File: src/rtl/hazard_monitor.sv
// Glitch classifier for a single asynchronous net: synchronizes, filters to a stable level,
// and reports sub-MIN_WIDTH excursions as static-1/static-0 hazards. Optional macro: HAZ_TIMESTAMP_EN.
module hazard_monitor #(
   parameter int SYNC_STAGES = 2,
   parameter int MIN_WIDTH   = 4,
   parameter int WID_W       = 4,
   parameter int CNT_W       = 8,
   parameter int TS_W        = 16
) (
   input  logic             clk,
   input  logic             rst_n,
   input  logic             sig_in,
   input  logic             clr,
   output logic             stable_out,
   output logic             evt_valid,
   output logic             evt_type,
   output logic [WID_W-1:0] evt_width,
   output logic [CNT_W-1:0] haz1_cnt,
   output logic [CNT_W-1:0] haz0_cnt,
   output logic             sticky_err,
   output logic [TS_W-1:0]  evt_ts
);

   typedef enum logic {
      ST_STABLE = 1'b0,
      ST_PULSE  = 1'b1
   } state_t;

   localparam logic [WID_W-1:0] RUN_ONE  = WID_W'(1);
   localparam logic [WID_W-1:0] RUN_LAST = WID_W'(MIN_WIDTH - 1);
   localparam logic [CNT_W-1:0] CNT_ONE  = CNT_W'(1);
   localparam logic [CNT_W-1:0] CNT_MAX  = '1;

   logic [SYNC_STAGES-1:0] sync_q, sync_d;
   logic                   s;
   state_t                 state_q, state_d;
   logic                   level_q, level_d;
   logic [WID_W-1:0]       run_q, run_d;
   logic                   evt_valid_q, evt_valid_d;
   logic                   evt_type_q, evt_type_d;
   logic [WID_W-1:0]       evt_width_q, evt_width_d;
   logic [CNT_W-1:0]       haz1_q, haz1_d;
   logic [CNT_W-1:0]       haz0_q, haz0_d;
   logic                   sticky_q, sticky_d;
   logic                   glitch;

   assign s      = sync_q[SYNC_STAGES-1];
   assign sync_d = {sync_q[SYNC_STAGES-2:0], sig_in};

   // A glitch is a return to the accepted level before the deviation was long enough to be accepted.
   assign glitch = (state_q == ST_PULSE) && (s == level_q);

   always_comb begin
      state_d     = state_q;
      level_d     = level_q;
      run_d       = run_q;
      evt_valid_d = 1'b0;
      evt_type_d  = evt_type_q;
      evt_width_d = evt_width_q;
      case (state_q)
         ST_STABLE: begin
            if (s != level_q) begin
               state_d = ST_PULSE;
               run_d   = RUN_ONE;
            end
         end
         ST_PULSE: begin
            if (s != level_q) begin
               if (run_q == RUN_LAST) begin
                  level_d = s;
                  state_d = ST_STABLE;
                  run_d   = '0;
               end else begin
                  run_d = run_q + RUN_ONE;
               end
            end else begin
               evt_valid_d = 1'b1;
               evt_type_d  = level_q;
               evt_width_d = run_q;
               state_d     = ST_STABLE;
               run_d       = '0;
            end
         end
         default: begin
            state_d = ST_STABLE;
            run_d   = '0;
         end
      endcase
   end

   // Clear takes priority over a coincident increment; the event strobe itself is unaffected.
   always_comb begin
      haz1_d   = haz1_q;
      haz0_d   = haz0_q;
      sticky_d = sticky_q | glitch;
      if (clr) begin
         haz1_d   = '0;
         haz0_d   = '0;
         sticky_d = 1'b0;
      end else if (glitch) begin
         if (level_q && (haz1_q != CNT_MAX)) begin
            haz1_d = haz1_q + CNT_ONE;
         end
         if (!level_q && (haz0_q != CNT_MAX)) begin
            haz0_d = haz0_q + CNT_ONE;
         end
      end
   end

   always_ff @(posedge clk or negedge rst_n) begin
      if (!rst_n) begin
         sync_q      <= '0;
         state_q     <= ST_STABLE;
         level_q     <= 1'b0;
         run_q       <= '0;
         evt_valid_q <= 1'b0;
         evt_type_q  <= 1'b0;
         evt_width_q <= '0;
         haz1_q      <= '0;
         haz0_q      <= '0;
         sticky_q    <= 1'b0;
      end else begin
         sync_q      <= sync_d;
         state_q     <= state_d;
         level_q     <= level_d;
         run_q       <= run_d;
         evt_valid_q <= evt_valid_d;
         evt_type_q  <= evt_type_d;
         evt_width_q <= evt_width_d;
         haz1_q      <= haz1_d;
         haz0_q      <= haz0_d;
         sticky_q    <= sticky_d;
      end
   end

   assign stable_out = level_q;
   assign evt_valid  = evt_valid_q;
   assign evt_type   = evt_type_q;
   assign evt_width  = evt_width_q;
   assign haz1_cnt   = haz1_q;
   assign haz0_cnt   = haz0_q;
   assign sticky_err = sticky_q;

`ifdef HAZ_TIMESTAMP_EN
   logic [TS_W-1:0] ts_q, ts_d;
   logic [TS_W-1:0] evt_ts_q, evt_ts_d;

   always_comb begin
      ts_d     = ts_q + TS_W'(1);
      evt_ts_d = evt_ts_q;
      if (glitch) begin
         evt_ts_d = ts_q;
      end
   end

   always_ff @(posedge clk or negedge rst_n) begin
      if (!rst_n) begin
         ts_q     <= '0;
         evt_ts_q <= '0;
      end else begin
         ts_q     <= ts_d;
         evt_ts_q <= evt_ts_d;
      end
   end

   assign evt_ts = evt_ts_q;
`else
   assign evt_ts = '0;
`endif

endmodule
File: config.mk
export PLATFORM = sky130hd
export DESIGN_NAME = hazard_monitor
export DESIGN_NICKNAME = d
export VERILOG_FILES = /design/src/rtl/hazard_monitor.sv
export SDC_FILE = /design/constraint.sdc
export NUM_CORES = 1
export LEC_CHECK = 0
export CAP_MARGIN = 20
export CELL_PAD_IN_SITES_DETAIL_PLACEMENT = 0
export CELL_PAD_IN_SITES_GLOBAL_PLACEMENT = 1
export CORE_ASPECT_RATIO = 1.1
export CORE_MARGIN = 4
export CORE_UTILIZATION = 39
export DETAILED_ROUTE_END_ITERATION = 8
export PLACE_DENSITY_LB_ADDON = 0.05
export SYNTH_ARGS = -nofsm -noshare
export SYNTH_HDL_FRONTEND = slang
export SYNTH_SLANG_ARGS = --single-unit
File: constraint.sdc
create_clock -name clk -period 3.54 [get_ports clk]
set_clock_uncertainty 0.05 [all_clocks]
set_input_delay 0.354 -clock clk [delete_from_list [all_inputs] [get_ports clk]]
set_output_delay 0.354 -clock clk [all_outputs]
set_load 0.03 [all_outputs]
==> results.json <==
{
  "grt_pass1_wl_um": 5490,
  "critPathSlowestCell": "clkdlybuf4s50_1",
  "grtUsageTotal_pct": 13.1,
  "clk_path_buf_depth": 2,
  "first_pass_iters": 4,
  "die_w_um": 69.6,
  "cts.htree.levels": 2,
  "start_util_pct": 40.8,
  "synth_cell_types": 41,
  "finalInstanceArea_um2": 1940,
  "cts_tree": "done",
  "p_per_area_nw_per_um2": 571,
  "synth_top_area_share_pct": 47.6,
  "startpoint_type": "flip-flop",
  "post_cts_buffers": 0,
  "fin_crit_ns": 1.94,
  "peakVddDrop_v": 0.000276,
  "dpl.hpwl_um": 2370,
  "hold_viol": 0,
  "grt_pass1_vias": 1224,
  "hp-class": "reg -> reg",
  "critPathKind": "reg -> out",
  "cts_resized": 0,
  "yosysSeqAreaShare_pct": 47.6,
  "fillers": 393,
  "rows": 24,
  "drive_gt1_share_pct": 8.90,
  "layout.nets": 197,
  "cp-end-kind": "primary output",
  "async_flop_share_pct": 100,
  "ant_nets": 0,
  "cts_root_buf": "clkbuf_8",
  "post-route-drc-count": 0,
  "synth_top_area_cell": "dfrtp_1",
  "grt_max_degree": 32,
  "die_y_um": 75.8,
  "clkTransAtPathRegs_ns": 0.06,
  "synth_area_leaders": "dfrtp_1 (48%), buf_4 (7.4%), nor2_1 (3.7%)",
  "cp.arrival_ns": 1.53,
  "cts_hold_buf": 0,
  "core_um2": 3990,
  "worstPathMaxFanout": 8,
  "crit_chain": "clkdlybuf4s50_1",
  "io_buffer_count": 27,
  "gr-total-overflow": 0,
  "setup_violations": 0,
  "synth_ff_type": "dfrtp_1",
  "yosysWarnings": 0,
  "fin_setup_tns_ns": 0,
  "relSlewSlack_pct": 54.3,
  "syn2layout_area_growth_pct": 18.8,
  "critical_path_required_ns": 3.14,
  "vias": 1209,
  "critPathTopFamily": "buffers and inverters",
  "clock_sinks": 31,
  "timing.fmax_mhz": 516,
  "layout_worst_path_cycle_share_pct": 54.7,
  "leakagePower_uw": 0.000853,
  "max_slew.worst_pin.slew_ns": 0.683,
  "insertion_delay_ns": 0.27,
  "drt-total-wl_um": 3220,
  "yosys-top-cells-count": "dfrtp_1 (31), buf_4 (16), nor2_1 (16)",
  "cp_slowest_stage_delay_ns": 0.74,
  "netlist_instances": 161,
  "placed_cell_area_um2": 1860,
  "outcome": "completed",
  "rsz0062_at_grt": "no",
  "cp_num_buf_inv": 1,
  "drv_cap": 0,
  "num_io_pins": 44,
  "die-area_um2": 5280,
  "yosysMostFrequentCell": "dfrtp_1",
  "synth_seq_cells": 31,
  "syn-cell-area_um2": 1630,
  "cts_made_buffers": 5,
  "synth_edf_count": 0,
  "avgRoutedWirePerCell_um": 13.3,
  "gp_congestion": 0.802,
  "synth.avg_cell_area_um2": 10.1,
  "drtIter0Drc": 98,
  "drv_slew": 0,
  "antenna_found_initial": 0,
  "via_per_inst": 4.98,
  "diodes": 0
}
==> metrics by stage <==
stage	cells	setup WS, ns	utilization, %	power [uW]	hold slack, ns
2_1_floorplan	176	1.77	-	757	0.00841
3_3_place_gp	235	1.72	46.5	850	0.284
3_5_place_dp	235	1.70	46.5	857	0.289
4_1_cts	243	1.58	48.5	1130	0.303
5_1_grt	243	1.53	48.5	1180	0.306
6_report	243	1.60	48.5	1110	0.301
==> layout by cell type, fill, tap and decap left out, types with 6 or more instances in the layout <==
master,Yosys,final
a21oi_1,7,7
clkdlybuf4s50_1,0,27
conb_1,1,16
dfrtp_1,31,31
nand2_1,13,13
nand3_1,8,8
nand4_1,6,6
nor2_1,16,16
nor3_1,6,6
o21ai_0,6,6
==> per-layer routing <==
metal	vias to the layer above	wire length [um]	track usage [%]
met5	-	0	0
met4	0	8	4.26
met3	2	199	5.15
met2	35	1590	22.0
met1	583	1420	15.7
li1	589	-	-
==> power by group <==
part | switching (uW) | internal, uW
combinational | 216 | 152
clock | 123 | 138
sequential | 67.9 | 409
==> area by class of cell <==
| type | count | area [um^2] | share of cell area, % |
|---|---|---|---|
| inverter | 4 | 15.0 | 0.775 |
| multi-input combinational | 120 | 722 | 37.3 |
| timing repair buffer | 28 | 278 | 14.3 |
| sequential | 31 | 776 | 40.1 |
| tap | 52 | 65.1 | 3.36 |
| clock buffer | 7 | 76.3 | 3.94 |
| clock inverter | 1 | 5.00 | 0.258 |
==> cell families after synthesis <==
kind of cell / Yosys count / synth area share [%]
other: 1 / 0.230
AO/OA/AOI/OAI: 21 / 7.83
multiplexers: 8 / 5.30
flip-flops: 31 / 47.6
XOR/XNOR: 7 / 3.76
buffers and inverters: 25 / 11.6
AND/OR/NAND/NOR: 65 / 21.4
adder cells (fa/ha/maj): 3 / 2.30
==> worst paths after layout <==
kind | to | slack (ns) | from | cells past startpoint
setup / recovery | stable_out | 1.60 | stable_out | 1
hold / removal | sync_q[1] | 0.30 | sync_q[0] | 0
setup reg to reg | haz0_cnt[6] | 1.73 | state_q | 4
hold reg to reg | sync_q[1] | 0.30 | sync_q[0] | 0
max in group asynchronous | haz0_cnt[0] | 2.73 | rst_n | 2
min in group asynchronous | haz1_cnt[5] | 0.43 | rst_n | 2
==> state kept, by name (all words and copies together) (netlist names) <==
register,flops
run_q,4
evt_type,1
sticky_err,1
state_q,1
evt_valid,1
sync_q,2
evt_width,4
stable_out,1
haz1_cnt,8
haz0_cnt,8
(Power assumes the default switching activity.)
